**src/rtl/pipe_ctrl_pkg.sv**
```systemverilog
// Shared opcode/funct encodings, PC-select codes and FSM states for the
// fetch/decode-execute sequencing controller.
package pipe_ctrl_pkg;

  localparam logic [5:0] OP_RTYPE = 6'b000000;
  localparam logic [5:0] OP_JUMP  = 6'b000010;
  localparam logic [5:0] OP_BEQ   = 6'b000100;
  localparam logic [5:0] OP_ORI   = 6'b001101;
  localparam logic [5:0] OP_LW    = 6'b100011;
  localparam logic [5:0] OP_SW    = 6'b101011;
  localparam logic [5:0] OP_HALT  = 6'b111111;
  localparam logic [5:0] FN_MUL   = 6'b011000;

  typedef enum logic [1:0] {
    PCSEL_SEQ    = 2'd0,
    PCSEL_BRANCH = 2'd1,
    PCSEL_JUMP   = 2'd2
  } pc_sel_e;

  typedef enum logic [1:0] {
    ST_FILL     = 2'd0,
    ST_RUN      = 2'd1,
    ST_MUL_WAIT = 2'd2,
    ST_HALT     = 2'd3
  } state_e;

  function automatic logic is_mul(input logic [5:0] op, input logic [5:0] fn);
    return (op == OP_RTYPE) && (fn == FN_MUL);
  endfunction

endpackage

```
**src/rtl/pipe_perf_cnt.sv**
```systemverilog
// Stall and retired-instruction performance counters with synchronous clear.
// Both counters wrap modulo 2^CNT_W.
module pipe_perf_cnt #(
  parameter int CNT_W = 32
) (
  input  logic             clk,
  input  logic             clr_i,
  input  logic             stall_inc_i,
  input  logic             retire_inc_i,
  output logic [CNT_W-1:0] stall_cnt_o,
  output logic [CNT_W-1:0] retire_cnt_o
);

  logic [CNT_W-1:0] stall_q, stall_d;
  logic [CNT_W-1:0] retire_q, retire_d;

  always_comb begin
    stall_d  = stall_q + CNT_W'(stall_inc_i);
    retire_d = retire_q + CNT_W'(retire_inc_i);
  end

  // NOTE: registers use non-blocking assignments so every flop samples the
  // pre-edge value of its neighbours, independent of block ordering.
  always_ff @(posedge clk) begin
    if (clr_i) begin
      stall_q  <= '0;
      retire_q <= '0;
    end else begin
      stall_q  <= stall_d;
      retire_q <= retire_d;
    end
  end

  assign stall_cnt_o  = stall_q;
  assign retire_cnt_o = retire_q;

endmodule

```
**src/rtl/pipeline_ctrl.sv**
```systemverilog
// Sequencing controller for the two-stage fetch/decode-execute pipeline:
// PC/fetch-latch enables, branch/jump flush, multiply stall, HALT, perf counters.
module pipeline_ctrl
  import pipe_ctrl_pkg::*;
#(
  parameter int MUL_LAT = 4,
  parameter int CNT_W   = 32
) (
  input  logic             clk,
  input  logic             rst,
  input  logic [5:0]       dec_opcode,
  input  logic [5:0]       dec_funct,
  input  logic             alu_zero,
  input  logic             stall_i,
  output logic             pc_en,
  output logic [1:0]       pc_sel,
  output logic             ifid_en,
  output logic             ifid_flush,
  output logic             wb_en,
  output logic             retire_o,
  output logic             halted_o,
  output logic [CNT_W-1:0] stall_cnt,
  output logic [CNT_W-1:0] retire_cnt
);

  // mul_cnt counts the remaining wait cycles after the first multiply cycle.
  localparam int              MC_W     = (MUL_LAT > 2) ? $clog2(MUL_LAT - 1) : 1;
  localparam logic [MC_W-1:0] MUL_LOAD = (MUL_LAT > 2) ? MC_W'(MUL_LAT - 2) : '0;

  state_e          state_q, state_d;
  logic            dec_valid_q, dec_valid_d;
  logic [MC_W-1:0] mul_cnt_q, mul_cnt_d;
  logic            stall_inc;
  logic            dec_mul;

  assign dec_mul = is_mul(dec_opcode, dec_funct) && (MUL_LAT > 1);

  // NOTE: every signal written here gets a default first, so no path through
  // the case statements can leave one unassigned and infer a latch.
  always_comb begin
    pc_en      = 1'b0;
    pc_sel     = PCSEL_SEQ;
    ifid_en    = 1'b0;
    ifid_flush = 1'b0;
    wb_en      = 1'b0;
    retire_o   = 1'b0;
    stall_inc  = 1'b0;
    state_d    = state_q;
    mul_cnt_d  = mul_cnt_q;

    if (rst) begin
      ifid_flush = 1'b1;
    end else if (stall_i) begin
      stall_inc = (state_q == ST_RUN) || (state_q == ST_MUL_WAIT);
    end else begin
      case (state_q)
        ST_FILL: begin
          pc_en   = 1'b1;
          ifid_en = 1'b1;
          state_d = ST_RUN;
        end
        ST_RUN: begin
          if (!dec_valid_q) begin
            pc_en   = 1'b1;
            ifid_en = 1'b1;
          end else if (dec_mul) begin
            stall_inc = 1'b1;
            mul_cnt_d = MUL_LOAD;
            state_d   = ST_MUL_WAIT;
          end else begin
            case (dec_opcode)
              OP_BEQ: begin
                retire_o = 1'b1;
                pc_en    = 1'b1;
                if (alu_zero) begin
                  pc_sel     = PCSEL_BRANCH;
                  ifid_flush = 1'b1;
                end else begin
                  ifid_en = 1'b1;
                end
              end
              OP_JUMP: begin
                retire_o   = 1'b1;
                pc_en      = 1'b1;
                pc_sel     = PCSEL_JUMP;
                ifid_flush = 1'b1;
              end
              OP_HALT: begin
                retire_o = 1'b1;
                state_d  = ST_HALT;
              end
              default: begin
                retire_o = 1'b1;
                pc_en    = 1'b1;
                ifid_en  = 1'b1;
                wb_en    = 1'b1;
              end
            endcase
          end
        end
        ST_MUL_WAIT: begin
          if (mul_cnt_q != '0) begin
            stall_inc = 1'b1;
            mul_cnt_d = mul_cnt_q - MC_W'(1);
          end else begin
            retire_o = 1'b1;
            wb_en    = 1'b1;
            pc_en    = 1'b1;
            ifid_en  = 1'b1;
            state_d  = ST_RUN;
          end
        end
        ST_HALT: ;
        default: state_d = ST_FILL;
      endcase
    end
  end

  // A flush always wins over a load; a stalled latch keeps its contents.
  always_comb begin
    dec_valid_d = dec_valid_q;
    if (ifid_flush)   dec_valid_d = 1'b0;
    else if (ifid_en) dec_valid_d = 1'b1;
  end

  assign halted_o = (state_q == ST_HALT) && !rst;

  always_ff @(posedge clk) begin
    if (rst) begin
      state_q     <= ST_FILL;
      dec_valid_q <= 1'b0;
      mul_cnt_q   <= '0;
    end else begin
      state_q     <= state_d;
      dec_valid_q <= dec_valid_d;
      mul_cnt_q   <= mul_cnt_d;
    end
  end

  pipe_perf_cnt #(.CNT_W(CNT_W)) u_perf (
    .clk          (clk),
    .clr_i        (rst),
    .stall_inc_i  (stall_inc),
    .retire_inc_i (retire_o),
    .stall_cnt_o  (stall_cnt),
    .retire_cnt_o (retire_cnt)
  );

endmodule

```
**config.mk**
```make
export PLATFORM = sky130hd
export DESIGN_NAME = pipeline_ctrl
export DESIGN_NICKNAME = d
export VERILOG_FILES = /design/src/rtl/pipe_ctrl_pkg.sv /design/src/rtl/pipe_perf_cnt.sv /design/src/rtl/pipeline_ctrl.sv
export SDC_FILE = /design/constraint.sdc
export NUM_CORES = 1
export LEC_CHECK = 0
export CAP_MARGIN = 20
export CORE_MARGIN = 2
export CORE_UTILIZATION = 30
export CTS_CLUSTER_SIZE = 8
export DETAILED_ROUTE_END_ITERATION = 12
export GPL_ROUTABILITY_DRIVEN = 0
export GPL_TIMING_DRIVEN = 0
export SLEW_MARGIN = 20
export SYNTH_ARGS = -nofsm -noshare
export SYNTH_HDL_FRONTEND = slang
export SYNTH_HIERARCHICAL = 1
export SYNTH_SLANG_ARGS = --single-unit
```
**constraint.sdc**
```tcl
create_clock -name clk -period 6.7 [get_ports clk]
set_input_delay 0.67 -clock clk [delete_from_list [all_inputs] [get_ports clk]]
set_output_delay 0.67 -clock clk [all_outputs]
set_load 0.02 [all_outputs]
```
# Word level (Yosys, flattened, before mapping)
# Index checks and enable logic that the tools add are counted.
# Widths: inputs -> output; s select.
dict set report word_totals {
  regBits 69
  in_bits 16
  word_cells 89
}
dict set report op_classes {
  n_addsub 3
  n_eq_ne 12
  mux 54
  bitwise_logic 1
  n_reduce_logical 14
}
# cell count
set op_table {}
lappend op_table {{$add 32x1->32} 2}
lappend op_table {{$mux 1} 32}
lappend op_table {{$mux 2} 12}
lappend op_table {{$pmux 1 s2} 5}
lappend op_table {{$reduce_and 5->1} 2}
lappend op_table {{$pmux 2 s2} 2}
lappend op_table {{$eq 6x2->1 const B} 1}
lappend op_table {{$eq 6x3->1 const B} 1}
lappend op_table {{$eq 6x5->1 const B} 1}
lappend op_table {{$eq 6x6->1 const B} 1}
lappend op_table {{$logic_not 6->1} 1}
lappend op_table {{$ne 2x2->1 const B} 3}
lappend op_table {{$pmux 1 s3} 2}
lappend op_table {{$pmux 2 s3} 1}
lappend op_table {{$eq 2x2->1 const B} 2}
lappend op_table {{$reduce_bool 2->1} 2}
lappend op_table {{$reduce_or 2->1} 2}
lappend op_table {{$ne 3x2->1 const B} 1}
lappend op_table {{$reduce_bool 3->1} 1}
lappend op_table {{$reduce_or 3->1} 1}
lappend op_table {{$eq 2x1->1 const B} 1}
lappend op_table {{$logic_and 1x1->1} 2}
lappend op_table {{$logic_not 2->1} 1}
lappend op_table {{$ne 2x1->1 const B} 1}
lappend op_table {{4 further kinds} 4}

# Depth between registers and ports, before layout
dict set report depth {
  word_depth 8
  ltp_mapped 13
}

# Modules after synthesis
# Netlist, hierarchy kept.
# mod n_inst cells_per_inst area_per_inst_um2 seq_area_each_um2
set modules_own_cells {}
lappend modules_own_cells {pipe_perf_cnt 1 351 2992.9 1281.2}
lappend modules_own_cells {pipeline_ctrl 1 78 678.2 100.1}

# Worst setup path after synthesis
# No wires, ideal clock.
dict set report synth_timing {
  path_kind {input-to-reg}
  startpoint {in dec_opcode[0]}
  endpoint {reg u_perf.stall_q[27] (netlist: u_perf/stall_cnt_o[27])}
  setup_time_ns 0.070
  arrival_time_ns 3.170
  t_required_ns 6.630
  path_slack_ns 3.460
  path_stages 10
  path_cell_list {nor4_1 > and3_2 > a311oi_1 > nor2_1 > ha_1 > nand4_1 > or4_1 > buf_2 > or4_1 > a21oi_1}
}
dict set report synth_via {
  elab_chain_cells 8
}
# item line
set synth_lines {}
lappend synth_lines {{start, declared} pipeline_ctrl.sv:11} ;# input logic [5:0] dec_opcode,
lappend synth_lines {{$logic_not 6->1} pipe_ctrl_pkg.sv:28} ;# return (op == OP_RTYPE) && (fn == FN_MUL);
lappend synth_lines {{$logic_and 1x1->1} pipe_ctrl_pkg.sv:28}
lappend synth_lines {{$mux 1} pipeline_ctrl.sv:66} ;# end else if (dec_mul) begin
lappend synth_lines {{$mux 1} pipeline_ctrl.sv:63} ;# if (!dec_valid_q) begin
lappend synth_lines {{$pmux 1 s2} pipeline_ctrl.sv:56} ;# case (state_q)
lappend synth_lines {{$mux 1} pipeline_ctrl.sv:53} ;# end else if (stall_i) begin
lappend synth_lines {{$mux 1} pipeline_ctrl.sv:51} ;# if (rst) begin
lappend synth_lines {{named net stall_inc} pipeline_ctrl.sv:33} ;# logic stall_inc;
lappend synth_lines {{$add 32x1->32} pipe_perf_cnt.sv:18} ;# stall_d = stall_q + CNT_W'(stall_inc_i);
lappend synth_lines {{end signal, assigned} pipe_perf_cnt.sv:29} ;# stall_q <= stall_d;
lappend synth_lines {{end, declared} pipe_perf_cnt.sv:14} ;# logic [CNT_W-1:0] stall_q, stall_d;
# The timed path passes the listed nets, and every way through them passes these cells.
# A chain may end at the register's enable or synchronous reset.

# Final worst setup path
dict set report layout_timing {
  startpoint {in dec_opcode[2]}
  endpoint {reg u_perf.stall_q[22] (netlist: u_perf/stall_cnt_o[22])}
}
# Same word-level chain as after synthesis.

==> results.toml <==
[drt]
dr.first_iter.drc_count = 231
drt_wl_total_um = 9720
drt-wirelength-per-cell_um = 14.3
viasPerCell = 5.20
drc = 0
ant_nets = 0
dr.pass1.iters = 4
vias = 3523

[logic_synthesis]
synth_cell_types = 50
synth-seq-area-share = 0.376
ys.flop_type = "dfxtp_1"
avgSynthCellArea_sq_um = 8.56
syn_nets = 456
async_reset_ff_frac = 0
yosys-top-cells-area = "dfxtp_1, a21oi_1, nor2_1"
syn_inst = 429
synth_edf_count = 0
synth_area_sq_um = 3670
yosys_warnings = 6
yosysTopAreaCellShare = 0.376
synth-seq-cells = 69
synth_top_cell_by_area = "dfxtp_1"

[floorplan]
dieArea_sq_um = 13100
start_util = 0.307
coreArea_sq_um = 12000
ioPinCount = 88
die_y_um = 115
num_rows = 40
die_w_um = 115

[clock_network]
clock_latency_ps = 330
h-tree-depth = 3
path_clk_slew_ps = 60
cts_hold_buf = 0
cts-root-buf = "clkbuf_16"
cts.sinks = 69
cts.path.max_buffers = 2
cts_tree = "built"
cts_resized = 0
postCtsSetupBuffers = 0
cts_buffers = 9

[global_routing]
antenna_found_initial = 0
grt.total_usage = 0.151
grt_pass1_vias = 3332
grt-ovfl-total = 0
grt_pass1_wl_um = 16100
grt_max_degree = 13

[timing]
maxSlewHeadroom = 0.617
skew_ps = 6.62
maxSlewViolCount = 0
period_minus_slack_ps = 4050
finalSetupViolations = 0
finalHoldViolCount = 0
post-route-period-util = 0.605
rsz0062_at_grt = "no"
fmax_mhz = 247
worst_slew_pin_slew_ps = 569
fin_tns_setup_ps = 0

[worst_setup_path]
cp-start-kind = "input port"
worstSetupEndpointType = "flop"
arrival_ps = 4310
critPathKind = "input port to flop"
path_buf_inv = 2
critPathMostFrequentCell = "ha_1"
slowest_stage = "clkdlybuf4s50_1"
crit_family = "simple AND/OR/NAND/NOR gates"
cp_data_required_time_ps = 6960
cp_max_fo = 10
crit_path_cell_trace = "clkdlybuf4s50_1 > nor4_4 > and3_2 > a311oi_1 > nor2_1 > ha_1 > ha_1 > and4_1 > nand4_1 > clkbuf_1 > or3_1 > a21oi_1"
max_stage_delay_ps = 580

[placement]
portBuffers = 86
dpl.cell_count = 662
post_dp_cell_area_sq_um = 4720
dpl.hpwl_um = 7200

[flow_run]
maxCapViolCount = 0

[final_layout]
nNetsFinal = 553
area_growth_syn_to_layout_pct = 36.0
diodes = 0
fin_cells = 678
design_area_sq_um = 4990
layout-drive-gt1-share = 0.0847
fillers = 1177

[power_and_ir_drop]
leakage_nw = 1.64
powerDensity_nw_per_um2 = 182
vdd.ir_drop.worst_v = 0.0000908

[min_path]
hold_class = "flop to flop"

[status]
status = "complete, no violations"
-- registers in the layout (all words and copies together) (netlist names) --
register,count
u_perf/stall_cnt_o,32
state_q,2
u_perf/retire_cnt_o,32
mul_cnt_q,2
dec_valid_q,1
-- cell families (layout without fill, tap and decap cells) --
logic type	count (synthesis)	count (layout)	synth area share
compound gates	80	80	0.145
xor+xnor	26	26	0.0620
fa+ha+maj	11	11	0.0375
buf+inv	36	138	0.0402
flops	69	69	0.376
mux	8	8	0.0245
simple gates	199	199	0.314
-- report_power, final --
part	internal (W)	switching [W]	total, W
Combinational	0.0000231	0.0000314	0.0000546
Clock	0.000259	0.000179	0.000437
Sequential	0.000412	0.00000251	0.000415
-- cell type report --
cell class | instances | area (sq um) | area share
inverters | 13 | 48.8 | 0.00977
clock buffers | 10 | 239 | 0.0479
flip-flops and latches | 69 | 1380 | 0.277
well taps | 147 | 184 | 0.0368
repair buffers | 86 | 861 | 0.172
clock inverters | 6 | 38.8 | 0.00777
multi-input cells | 324 | 2140 | 0.429
plain buffers | 23 | 98.8 | 0.0198
-- worst reg2reg max path, cell delays in order (launching register included) --
cell      delay (ps)
dfxtp_1          350
inv_1            110
ha_1             240
nor2b_1          330
a311oi_1          90
nor2_1           180
ha_1             220
ha_1             240
and4_1           290
nand4_1          320
clkbuf_1         330
or3_1            390
a21oi_1          150
-- cells in the final DEF (no fill, tap or decap), types with 6 or more instances in the layout --
cell type and n:
xor2_1 16, ha_1 11, o31ai_1 14, o21ai_0 18, nor2b_1 13, xnor2_1 10, inv_1 12, nand3_1 24
clkbuf_16 9, nor4_1 6, nand2_1 25, dfxtp_1 69, mux2_2 8, a21oi_1 32, and3_1 10, and4_1 9
clkbuf_1 18, or3_1 12, or4_1 15, nor2_1 38, nor3_1 9, clkdlybuf4s50_1 86, nand4_1 19
-- through the flow --
step / worst slack [ps] / hold slack [ps] / util / power (W)
after floorplan: 3460 / 453 / - / 0.000455
after global placement: 2390 / 466 / 0.394 / 0.000477
after detailed placement: 2290 / 474 / 0.394 / 0.000478
after CTS: 2640 / 482 / 0.417 / 0.000924
after global routing: 2370 / 510 / 0.417 / 0.000944
final: 2650 / 479 / 0.417 / 0.000907
-- Yosys cell counts (2+ instances only) --
library cell and n:
a311oi_1 3, ha_1 11, xnor2_1 10, nand2_1 25, o21ai_0 18, o31ai_1 14
a2111oi_4 2, nand4_1 19, buf_1 2, and4_1 9, a21oi_1 32, mux2_2 8
a41o_1 2, clkbuf_1 18, nor3_1 9, xor2_1 16, or3_2 3, or4_1 15
dfxtp_1 69, or3_1 12, nor4_1 6, a21boi_0 2, nor2_1 38, inv_1 12
and3_1 10, and3_2 2, nor2b_1 13, and2_1 3, nand3_1 24, nand3b_1 2
-- routing by layer --
layer,GRT usage,vias to the layer above,wire [um]
li1,-,1767,-
met1,0.192,1665,4450
met2,0.254,79,4730
met3,0.0386,12,412
met4,0.0407,0,119
met5,0,-,0
-- final timing paths --
path | start | endpoint | slack, ps | cells past startpoint
hold reg to reg | u_perf/stall_cnt_o[31] | u_perf/stall_cnt_o[31] | 480 | 2
setup reg to reg | state_q[0] | u_perf/stall_cnt_o[22] | 3400 | 12
hold / removal | u_perf/stall_cnt_o[31] | u_perf/stall_cnt_o[31] | 480 | 2
setup / recovery | dec_opcode[2] | u_perf/stall_cnt_o[22] | 2650 | 12
No activity file was read; power rests on OpenSTA's default activity.
